**src/rtl/cp0_regfile_if.sv**
```systemverilog
// mtc0/mfc0 access bus between the pipeline and the CP0 register file.
interface cp0_regfile_if;
  logic        we;
  logic [4:0]  waddr;
  logic [4:0]  raddr;
  logic [31:0] wdata;
  logic [31:0] rdata;

  modport master (output we, waddr, raddr, wdata, input rdata);
  modport slave  (input we, waddr, raddr, wdata, output rdata);
endinterface

```
**src/rtl/cp0_regfile.sv**
```systemverilog
// CP0 register file: Status/Cause/EPC/BadVAddr/Count/Compare, exception entry/eret, timer.
// Optional macro CP0_PRID_CONFIG_EN adds read-only PRId(15) and Config(16).
module cp0_regfile #(
  parameter logic [31:0] RESET_STATUS = 32'h0040_0000,
  parameter int unsigned COUNT_DIV    = 2
) (
  input  logic                 clk,
  input  logic                 rst,
  cp0_regfile_if.slave         bus,
  input  logic [5:0]           int_i,
  input  logic [31:0]          except_type_i,
  input  logic [31:0]          pc_i,
  input  logic                 is_in_delayslot_i,
  input  logic [31:0]          badvaddr_i,
  output logic [31:0]          count_o,
  output logic [31:0]          compare_o,
  output logic [31:0]          status_o,
  output logic [31:0]          cause_o,
  output logic [31:0]          epc_o,
  output logic [31:0]          badvaddr_o,
  output logic                 timer_int_o
);

  localparam logic [4:0]  AddrBadVAddr = 5'd8;
  localparam logic [4:0]  AddrCount    = 5'd9;
  localparam logic [4:0]  AddrCompare  = 5'd11;
  localparam logic [4:0]  AddrStatus   = 5'd12;
  localparam logic [4:0]  AddrCause    = 5'd13;
  localparam logic [4:0]  AddrEpc      = 5'd14;
  localparam logic [31:0] StatusMask   = 32'h0000_FF03;
  localparam logic [31:0] CauseMask    = 32'h0000_0300;

  logic [31:0] count_q, count_d, compare_q, compare_d, status_q, status_d;
  logic [31:0] cause_q, cause_d, epc_q, epc_d, badvaddr_q, badvaddr_d;
  logic        div_q, div_d;
  logic        tick, exc, eret, sw_block, ti_set;
  logic [4:0]  exc_code;

  always_comb begin
    exc = 1'b0;
    case (except_type_i)
      32'h1, 32'h4, 32'h5, 32'h8, 32'h9, 32'ha, 32'hc, 32'hd: exc = 1'b1;
      default: exc = 1'b0;
    endcase
  end

  assign eret     = (except_type_i == 32'he);
  assign sw_block = (except_type_i != 32'h0);
  assign exc_code = (except_type_i == 32'h1) ? 5'd0 : except_type_i[4:0];
  assign tick     = (COUNT_DIV == 1) || div_q;
  assign div_d    = (COUNT_DIV == 1) ? 1'b0 : ~div_q;
  assign ti_set   = (compare_q != 32'h0) && (count_q == compare_q);

  always_comb begin
    count_d    = tick ? count_q + 32'd1 : count_q;
    compare_d  = compare_q;
    status_d   = status_q;
    cause_d    = cause_q;
    epc_d      = epc_q;
    badvaddr_d = badvaddr_q;

    if (bus.we && bus.waddr == AddrCount) count_d = bus.wdata;
    if (bus.we && bus.waddr == AddrCompare) compare_d = bus.wdata;
    if (bus.we && !sw_block) begin
      if (bus.waddr == AddrStatus) status_d = (status_q & ~StatusMask) | (bus.wdata & StatusMask);
      if (bus.waddr == AddrCause) cause_d = (cause_q & ~CauseMask) | (bus.wdata & CauseMask);
      if (bus.waddr == AddrEpc) epc_d = bus.wdata;
    end

    if (exc) begin
      if (!status_q[1]) begin
        epc_d       = is_in_delayslot_i ? pc_i - 32'd4 : pc_i;
        cause_d[31] = is_in_delayslot_i;
      end
      status_d[1]   = 1'b1;
      cause_d[6:2]  = exc_code;
      if (except_type_i == 32'h4 || except_type_i == 32'h5) badvaddr_d = badvaddr_i;
    end else if (eret) begin
      status_d[1] = 1'b0;
    end

    // Compare write clears TI and beats a same-cycle match
    if (bus.we && bus.waddr == AddrCompare) cause_d[30] = 1'b0;
    else if (ti_set) cause_d[30] = 1'b1;
    cause_d[15:10] = {int_i[5] | cause_q[30], int_i[4:0]};
  end

  always_ff @(posedge clk or negedge rst) begin
    if (!rst) begin
      count_q    <= 32'h0;
      compare_q  <= 32'h0;
      status_q   <= RESET_STATUS;
      cause_q    <= 32'h0;
      epc_q      <= 32'h0;
      badvaddr_q <= 32'h0;
      div_q      <= 1'b0;
    end else begin
      count_q    <= count_d;
      compare_q  <= compare_d;
      status_q   <= status_d;
      cause_q    <= cause_d;
      epc_q      <= epc_d;
      badvaddr_q <= badvaddr_d;
      div_q      <= div_d;
    end
  end

  always_comb begin
    bus.rdata = 32'h0;
    case (bus.raddr)
      AddrBadVAddr: bus.rdata = badvaddr_q;
      AddrCount:    bus.rdata = count_q;
      AddrCompare:  bus.rdata = compare_q;
      AddrStatus:   bus.rdata = status_q;
      AddrCause:    bus.rdata = cause_q;
      AddrEpc:      bus.rdata = epc_q;
`ifdef CP0_PRID_CONFIG_EN
      5'd15:        bus.rdata = 32'h0000_4220;
      5'd16:        bus.rdata = 32'h8000_8000;
`endif
      default:      bus.rdata = 32'h0;
    endcase
  end

  assign count_o     = count_q;
  assign compare_o   = compare_q;
  assign status_o    = status_q;
  assign cause_o     = cause_q;
  assign epc_o       = epc_q;
  assign badvaddr_o  = badvaddr_q;
  assign timer_int_o = cause_q[30];

endmodule

```
**src/flat_wrapper.sv**
```systemverilog
// flat-port wrapper written by rule: the top's interface ports become plain ports
module cp0_regfile_flat 
#(
  parameter logic [31:0] RESET_STATUS = 32'h0040_0000,
  parameter int unsigned COUNT_DIV    = 2
)
  (clk, rst, int_i, except_type_i, pc_i, is_in_delayslot_i, badvaddr_i, count_o, compare_o, status_o, cause_o, epc_o, badvaddr_o, timer_int_o, bus_we, bus_waddr, bus_raddr, bus_wdata, bus_rdata);
  cp0_regfile_if bus_i ();
  input  logic clk;
  input  logic rst;
  input  logic [5:0] int_i;
  input  logic [31:0] except_type_i;
  input  logic [31:0] pc_i;
  input  logic is_in_delayslot_i;
  input  logic [31:0] badvaddr_i;
  output logic [31:0] count_o;
  output logic [31:0] compare_o;
  output logic [31:0] status_o;
  output logic [31:0] cause_o;
  output logic [31:0] epc_o;
  output logic [31:0] badvaddr_o;
  output logic timer_int_o;
  input wire logic [$bits(bus_i.we)-1:0] bus_we;
  input wire logic [$bits(bus_i.waddr)-1:0] bus_waddr;
  input wire logic [$bits(bus_i.raddr)-1:0] bus_raddr;
  input wire logic [$bits(bus_i.wdata)-1:0] bus_wdata;
  output wire logic [$bits(bus_i.rdata)-1:0] bus_rdata;
  assign bus_i.we = bus_we;
  assign bus_i.waddr = bus_waddr;
  assign bus_i.raddr = bus_raddr;
  assign bus_i.wdata = bus_wdata;
  assign bus_rdata = bus_i.rdata;
  cp0_regfile #(.RESET_STATUS(RESET_STATUS), .COUNT_DIV(COUNT_DIV)) u_core (.clk(clk), .rst(rst), .bus(bus_i), .int_i(int_i), .except_type_i(except_type_i), .pc_i(pc_i), .is_in_delayslot_i(is_in_delayslot_i), .badvaddr_i(badvaddr_i), .count_o(count_o), .compare_o(compare_o), .status_o(status_o), .cause_o(cause_o), .epc_o(epc_o), .badvaddr_o(badvaddr_o), .timer_int_o(timer_int_o));
endmodule
```
**config.mk**
```make
export PLATFORM = sky130hd
export DESIGN_NAME = cp0_regfile_flat
export DESIGN_NICKNAME = d
export VERILOG_FILES = /design/src/rtl/cp0_regfile_if.sv /design/src/rtl/cp0_regfile.sv /design/src/flat_wrapper.sv
export SDC_FILE = /design/constraint.sdc
export NUM_CORES = 1
export LEC_CHECK = 0
export BUFFER_PORTS_ARGS = -buffer_cell sky130_fd_sc_hd__buf_4
export CAP_MARGIN = 20
export CORE_MARGIN = 5
export CORE_UTILIZATION = 31
export CTS_CLUSTER_DIAMETER = 80
export DETAILED_ROUTE_END_ITERATION = 10
export PLACE_DENSITY_LB_ADDON = 0.15
export SLEW_MARGIN = 20
export SYNTH_ARGS = -nofsm -noshare
export SYNTH_HDL_FRONTEND = slang
export SYNTH_SLANG_ARGS = --single-unit
```
**constraint.sdc**
```tcl
create_clock -name clk -period 2.6 [get_ports clk]
set_input_delay 0.52 -clock clk [delete_from_list [all_inputs] [get_ports clk]]
set_output_delay 0.52 -clock clk [all_outputs]
set_load 0.005 [all_outputs]
```
==> results of run 1 <==
[timing repair]
item,4_1_cts,5_1_grt
setup endpoints to repair,0,2
buffers inserted,0,0
gates resized for setup,0,0
[worst paths after layout]
kind,start,slack (ns),end
worst max-delay path,bus_raddr[1],0.07,bus_rdata[7]
worst min-delay path,rst,0.05,u_core.badvaddr_o[3]$_DFFE_PN0P_
worst max register to register,u_core.count_o[0]$_DFFE_PN0P_,0.41,u_core.count_o[28]$_DFFE_PN0P_
worst min register to register,u_core.badvaddr_o[30]$_DFFE_PN0P_,0.54,u_core.badvaddr_o[30]$_DFFE_PN0P_
max in group asynchronous,rst,1.73,u_core.status_o[15]$_DFFE_PN0P_
min in group clk,int_i[0],0.19,u_core.cause_o[10]$_DFF_PN0_
[cell families after synthesis]
family | after synthesis | share of synthesized area [%]
AOI/OAI and AO/OA | 123 | 9.39
xor gates and xnor gates | 92 | 9.16
adders and majority gates | 2 | 0.284
buffers and inverters | 93 | 6.12
DFF | 154 | 43.8
muxes | 135 | 16.5
other | 2 | 0.0854
and+or+nand+nor | 235 | 14.7
[state kept, by name, indices dropped and copies added, names as in the netlist]
register,count
u_core.badvaddr_o,32
u_core.compare_o,32
u_core.count_o,32
u_core.epc_o,32
u_core.cause_o,15
u_core.status_o,10
u_core.div_q,1
[Yosys cell counts (7+ instances only)]
library cell / instances
a21oi_1: 34
a222oi_1: 10
a22oi_1: 61
buf_2: 7
buf_4: 40
clkbuf_1: 34
dfrtp_1: 154
inv_1: 8
mux2_2: 78
mux2i_1: 55
nand2_1: 51
nand3_1: 25
nand4_1: 23
nor2_1: 47
nor3_1: 19
nor4_1: 29
o21ai_0: 13
xnor2_1: 66
xor2_1: 26
[stage by stage]
stage	hold WS (ns)	area [um^2]	utilization, %	power [uW]
floorplan	0.224	8940	-	3860
global route	0.0755	12500	44.6	7950
detailed placement	0.527	11800	42.4	5030
finish	0.0485	12500	44.6	7630
global placement	0.513	11800	42.4	5010
CTS	0.0641	12500	44.6	7660
[worst reg2reg max path: stages, from the launching register on]
cell     delay (ns)
dfrtp_1        0.60
ha_1           0.28
nand3_1        0.17
nor4_2         0.37
buf_4          0.25
nand4_1        0.13
xor2_1         0.17
a21oi_1        0.14
[routing by layer]
layer	vias up	wire length, um	track usage [%]
li1	3680	-	-
met1	4030	16200	31.0
met2	360	18000	37.4
met3	31	3020	5.77
met4	0	414	4.45
met5	-	0	0
[power groups by stage]
stage	registers, uW	logic [uW]	clock network, uW
after detailed placement	3260	1770	0
after global placement	3260	1750	0
after global routing	3250	1920	2780
final	3230	1770	2630
after CTS	3220	1780	2670
after floorplan	3010	847	0
[area by class of cell]
class	instances	area share [%]
well taps	378	3.80
inverters	8	0.241
clock buffers	17	3.42
clock inverters	15	1.44
flip-flops and latches	154	30.9
repair buffers	369	23.4
multi-input cells	626	36.8
==> results.toml, run 1 <==
[run_status]
status = "complete, no violations"

[logic_synthesis]
yosysTopAreaCell = "dfrtp_1"
synth.area.top_cells = "dfrtp_1 44%, mux2_2 10%, xnor2_1 6.6%, mux2i_1 6.3%, a22oi_1 5.2%"
syn_area_per_cell_um2 = 10.5
synth_cells = 836
synth_top_area_share_pct = 43.8
ys_seq_area_share_pct = 43.8
yosys_warnings = 0
synth_cell_type_count = 48
async_flop_share_pct = 100
netlist_area_um2 = 8800
yosys_register_bits = 154
synth_edf_count = 0
ys.flop_type = "dfrtp_1"

[global_routing]
grtUsageTotal_pct = 22.9
antenna_found_initial = 0
grt.overflow.total = 0
grt_start_max_net_pins = 70
grt_pass1_vias = 8043
grt_pass1_wl_mm = 54.0

[detailed_routing]
wirelength_mm = 37.6
vias = 8101
wl_per_cell_um = 24.0
drt-vias-per-instance = 5.17
first_iter_violations = 607
drc = 0
ant_nets = 0
firstDrtPassIters = 6

[floorplanning]
std_cell_rows = 61
io_pins = 373
start_util_pct = 31.5
die_w_um = 178
die-area_um2 = 31800
coreArea_um2 = 27900
die-height_um = 178

[clock_network]
cts.clk_slew.worst_paths_ns = 0.08
htreeDepth = 4
cts_sinks = 154
cts_max_path_buffers = 2
cts-hold-fix-buffers = 0
tritoncts = "done"
root_buffer = "clkbuf_16"
numCtsBuffers = 17
clock_latency_ns = 0.44

[place]
hpwl_mm = 29.4
dp_slack_ns = 0.0548
portBuffers = 333
gp_congestion = 0.855
dpl.cell_count = 1535

[pwr]
peakVddDrop_v = 0.000326
combPwrFrac_pct = 23.2
powerDensity_nw_per_um2 = 613
intPower_uw = 5070
p_clk_share_pct = 34.5
leakagePower_uw = 0.00570
switching_power_uw = 2560
seq_power_share_pct = 42.3
sw_frac_of_total_pct = 33.5

[sta]
drv_slew = 0
setup_viol_count_final = 0
maxSlewHeadroom_pct = 57.8
period_share_pct = 97.3
setup_slack_ns = 0.0704
rsz0062_at_grt = "true"
worst_pin_slew_ns = 0.632
fin_worst_skew_ns = 0.0142
setup-tns-final_ns = 0
hold_viol_final = 0
finalCriticalPeriod_ns = 2.53
clock.fmax_mhz = 395

[run]
maxCapViolCount = 0

[cells_and_area]
seqCellArea_um2 = 3850
multi_input_area_um2 = 4580
area_delta_synth_final_pct = 41.6
final_common_cell = "buf_4"
num-nets-final = 1326
nFillCells = 2738
instances_no_fill = 1567
diodes = 0
final_cell_mix = "357 x buf_4, 154 x dfrtp_1, 78 x mux2_2"
drive_above_1_share_pct = 41.9

[worst_setup_path]
cp_cell_sequence = "buf_4 > or3b_2 > nor3_2 > buf_4 > a22oi_1 > nand2_1 > buf_4"
crit_family = "simple AND/OR/NAND/NOR gates"
path_max_fanout = 13
critical_path_cell_count = 7
start_kind = "input pin"
crit_required_ns = 2.08
ff2ff_path_depth = 7
critical-path-max-stage-delay_ns = 0.49
crit_buf_inv = 3
path_class = "input pin to output port"
crit_path_frequent_cell = "buf_4"
worstPathArrival_ns = 2.01
slowest_stage = "or3b_2"
cp-end-kind = "output port"

[worst_hold_path]
hold_path.class = "input pin to async pin"
No activity file was read; power rests on OpenSTA's default activity.
==> run 2: changes to the inputs <==
RECOVER_POWER = 100   (was unset)
==> results.toml, run 2 (synthesis gave the netlist of run 1 again) <==
[detailed_routing]
wl_per_cell_um = 23.9
vias = 8064
ant_nets = 0
wirelength_mm = 37.5
drt-vias-per-instance = 5.15
first_iter_violations = 667
drc = 0
firstDrtPassIters = 6

[place]
hpwl_mm = 29.4
dp_slack_ns = 0.0548
placed_area_um2 = 11800
portBuffers = 333
gp_congestion = 0.855
dpl.cell_count = 1535

[sta]
hold_viol_final = 0
setup-tns-final_ns = 0
setup_viol_count_final = 0
finalCriticalPeriod_ns = 2.55
fin_worst_skew_ns = 0.0141
drv_slew = 18
maxSlewHeadroom_pct = -0.0472
period_share_pct = 98.0
setup_slack_ns = 0.0518
worst_pin_slew_ns = 1.50
clock.fmax_mhz = 392
rsz0062_at_grt = "true"

[clock_network]
cts_resized = 0
clock_latency_ns = 0.44
cts_sinks = 154
cts_max_path_buffers = 2
cts.clk_slew.worst_paths_ns = 0.07
tritoncts = "done"
htreeDepth = 4
numCtsBuffers = 17
root_buffer = "clkbuf_16"

[cells_and_area]
final_cell_mix = "166 x buf_4, 154 x dfrtp_1, 138 x clkbuf_4"
num-nets-final = 1326
fin_area_um2 = 12100
drive_above_1_share_pct = 36.6
seqCellArea_um2 = 3850
final_common_cell = "buf_4"
multi_input_area_um2 = 4530
nFillCells = 2809
diodes = 0
instances_no_fill = 1567
area_delta_synth_final_pct = 37.6

[floorplanning]
die-height_um = 178
die-area_um2 = 31800
std_cell_rows = 61
io_pins = 373
coreArea_um2 = 27900
die_w_um = 178
start_util_pct = 31.5

[global_routing]
grtUsageTotal_pct = 22.9
grt.overflow.total = 0
grt_pass1_wl_mm = 54.0
antenna_found_initial = 0
grt_start_max_net_pins = 70
grt_pass1_vias = 8043

[run_status]
status = "finished with violations"
violations = "max-capacitance violations, max-slew violations"

[pwr]
leakagePower_uw = 0.00539
peakVddDrop_v = 0.000329
finalPower_uw = 7510
powerDensity_nw_per_um2 = 621

[worst_setup_path]
crit_family = "simple AND/OR/NAND/NOR gates"
start_kind = "input pin"
critical-path-max-stage-delay_ns = 0.49
crit_buf_inv = 3
crit_required_ns = 2.08
path_max_fanout = 19
slowest_stage = "or3b_2"
worstPathArrival_ns = 2.03
cp-end-kind = "output port"
cp_cell_sequence = "buf_4 > or3b_2 > nor3_2 > buf_12 > a22oi_1 > nand3_1 > clkbuf_4"
path_class = "input pin to output port"

[worst_hold_path]
hold_path.class = "input pin to flop"

[run]
maxCapViolCount = 1
run 2: cell type report:
cell class	instances	area share, %
timing repair buffer	369	21.6
clock inverter	15	1.48
inverter	8	0.248
multi-input combinational	626	37.4
clock buffer	17	3.51
tap	378	3.91
sequential	154	31.8
run 2: worst reg2reg max path: stages (launching register included):
cell and delay (ns):
dfrtp_1 0.62, ha_1 0.28, nand3_1 0.15, nor4_1 0.40
clkbuf_1 0.48, nand3_1 0.19, xor2_1 0.18, a21oi_1 0.16
run 2: layer usage:
metal / wire, um / track usage, % / up-vias / part of all wire, %
met4: 345 / 4.45 / 0 / 0.92
met5: 0 / 0 / - / 0
li1: - / - / 3683 / -
met1: 16300 / 31.0 / 4019 / 43
met2: 18000 / 37.4 / 335 / 48
met3: 2920 / 5.77 / 27 / 7.8
run 2: where the power goes:
group	internal [uW]	switching (uW)	total [uW]
registers	2640	574	3220
clock network	1460	1180	2630
logic	877	786	1660
total	4980	2540	7510
run 2: through the flow:
step	utilization [%]	hold slack (ns)
after floorplan	-	0.224
after global placement	42.4	0.513
after detailed placement	42.4	0.527
after CTS	44.6	0.0641
after global routing	43.3	0.193
final	43.3	0.209
run 2: final timing paths:
path | slack (ns) | end | cells after the start | startpoint
worst max-delay path | 0.05 | bus_rdata[15] | 7 | bus_raddr[1]
worst min register to register | 0.54 | u_core.badvaddr_o[30]$_DFFE_PN0P_ | 1 | u_core.badvaddr_o[30]$_DFFE_PN0P_
worst min-delay path | 0.21 | u_core.cause_o[10]$_DFF_PN0_ | 1 | int_i[0]
max in group asynchronous | 0.51 | u_core.cause_o[11]$_DFF_PN0_ | 2 | rst
min in group asynchronous | 0.43 | u_core.badvaddr_o[6]$_DFFE_PN0P_ | 1 | rst
worst max register to register | 0.07 | u_core.count_o[26]$_DFFE_PN0P_ | 7 | u_core.count_o[0]$_DFFE_PN0P_
run 2: what timing repair did:
action	in CTS	in global routing
endpoints found under the setup margin	0	2
hold buffers	0	0
buffers inserted	0	0
==> run 3: changes to the inputs <==
CORE_MARGIN = unset   (was 5)
==> results.toml, run 3 (synthesis gave the netlist of run 1 again) <==
[run_status]
status = "complete, no violations"

[clock_network]
tritoncts = "done"
cts_sinks = 154
cts-hold-fix-buffers = 0
numCtsBuffers = 17
post_cts_buffers = 0
clock_latency_ns = 0.43
cts_resized = 0
cts_max_path_buffers = 2
root_buffer = "clkbuf_16"
htreeDepth = 4
cts.clk_slew.worst_paths_ns = 0.07

[worst_hold_path]
hold_path.class = "input pin to flop"
hold_path_depth = 1

[sta]
setup_viol_count_final = 0
clock.fmax_mhz = 395
finalCriticalPeriod_ns = 2.53
drv_slew = 0
maxSlewHeadroom_pct = 5.22
worst_pin_slew_ns = 1.42
rsz0062_at_grt = "false"
setup-tns-final_ns = 0
hold_viol_final = 0
period_share_pct = 97.3
fin_worst_skew_ns = 0.0112

[pwr]
peakVddDrop_v = 0.000416
powerDensity_nw_per_um2 = 604
finalPower_uw = 7350
leakagePower_uw = 0.00539

[global_routing]
grtUsageTotal_pct = 24.8
grt_pass1_wl_mm = 52.4
grt.overflow.total = 0
antenna_found_initial = 1
grt_start_max_net_pins = 56
grt_pass1_vias = 7963

[worst_setup_path]
crit_path_frequent_cell = "buf_4"
crit_required_ns = 2.08
critical-path-max-stage-delay_ns = 0.48
path_class = "input pin to output port"
crit_buf_inv = 3
slowest_stage = "or3b_2"
worstPathArrival_ns = 2.01
path_max_fanout = 29
cp-end-kind = "output port"
start_kind = "input pin"
ff2ff_path_depth = 6
cp_cell_sequence = "buf_4 > or3b_2 > nor3_2 > buf_12 > a22oi_1 > nand3_1 > buf_4"
crit_family = "simple AND/OR/NAND/NOR gates"
critical_path_cell_count = 7

[cells_and_area]
area_delta_synth_final_pct = 38.2
final_core_util_pct = 43.7
num-nets-final = 1330
final_cell_mix = "162 x buf_4, 154 x dfrtp_1, 139 x clkbuf_4"
diodes = 0
drive_above_1_share_pct = 36.7
nFillCells = 2799
final_common_cell = "buf_4"

[detailed_routing]
first_iter_violations = 590
vias = 8070
wirelength_mm = 35.4
drc = 0
firstDrtPassIters = 8
drt-vias-per-instance = 5.14
wl_per_cell_um = 22.5
ant_nets = 0

[floorplanning]
start_util_pct = 31.6
die-height_um = 170
die_w_um = 170
die-area_um2 = 29100
std_cell_rows = 61
coreArea_um2 = 27900
io_pins = 373

[place]
portBuffers = 333
gp_congestion = 0.863
hpwl_mm = 27.6

[run]
maxCapViolCount = 0
-- run 3: cell count changes in the layout (fill, tap and decap cells not counted), sizes merged --
cell / before / now
dlymetal6s2s: 1 / 0
clkbuf: 213 / 224
clkinv: 2 / 3
buf: 172 / 171
inv: 17 / 12
bufinv: 2 / 1
-- run 3: per-layer routing --
| layer | global-route usage (%) | wire [um] | up-vias |
|---|---|---|---|
| li1 | - | - | 3676 |
| met1 | 34.1 | 15800 | 3992 |
| met2 | 39.4 | 16500 | 361 |
| met3 | 4.93 | 2310 | 41 |
| met4 | 6.82 | 712 | 0 |
| met5 | 0 | 0 | - |
-- run 3: stage by stage --
stage | area (um^2) | hold WS [ns] | cells | setup slack, ns
2_1_floorplan | 8940 | 0.224 | 873 | 0.120
3_3_place_gp | 11900 | 0.509 | 1539 | 0.0516
3_5_place_dp | 11900 | 0.514 | 1539 | 0.0427
4_1_cts | 12500 | 0.0621 | 1571 | 0.0806
5_1_grt | 12200 | 0.204 | 1571 | 0.00976
6_report | 12200 | 0.217 | 1571 | 0.0701
-- run 3: final timing paths --
kind                                                         from                                end  slack, ns
worst max-delay path                                 bus_raddr[1]                      bus_rdata[11]       0.07
worst min-delay path                                     int_i[0]       u_core.cause_o[10]$_DFF_PN0_       0.22
worst max register to register      u_core.count_o[5]$_DFFE_PN0P_     u_core.count_o[22]$_DFFE_PN0P_       0.25
worst min register to register  u_core.badvaddr_o[24]$_DFFE_PN0P_  u_core.badvaddr_o[24]$_DFFE_PN0P_       0.52
max in group asynchronous                                     rst     u_core.count_o[29]$_DFFE_PN0P_       0.41
min in group asynchronous                                     rst   u_core.badvaddr_o[4]$_DFFE_PN0P_       0.41
-- run 3: layout make-up --
type	instances	area (um^2)	area share, %
Clock buffer	22	484	3.98
Clock inverter	10	106	0.875
Inverter	8	30.0	0.247
Multi-Input combinational cell	626	4540	37.4
Sequential cell	154	3850	31.7
Tap cell	378	473	3.89
Timing Repair Buffer	373	2670	21.9
-- run 3: where the power goes --
group	total (uW)	internal [uW]	switching, uW	leakage (uW)
clock network	2510	1440	1070	0.000284
logic	1610	872	741	0.00310
registers	3220	2640	580	0.00200
total	7350	4960	2390	0.00539
-- run 3: worst register-to-register path, stage by stage (launching register included) --
cell and delay [ns]:
dfrtp_1 0.56, nand4_1 0.31, nor4_1 0.42, clkbuf_1 0.44, nand3_1 0.17, xor2_1 0.23
a21oi_1 0.09
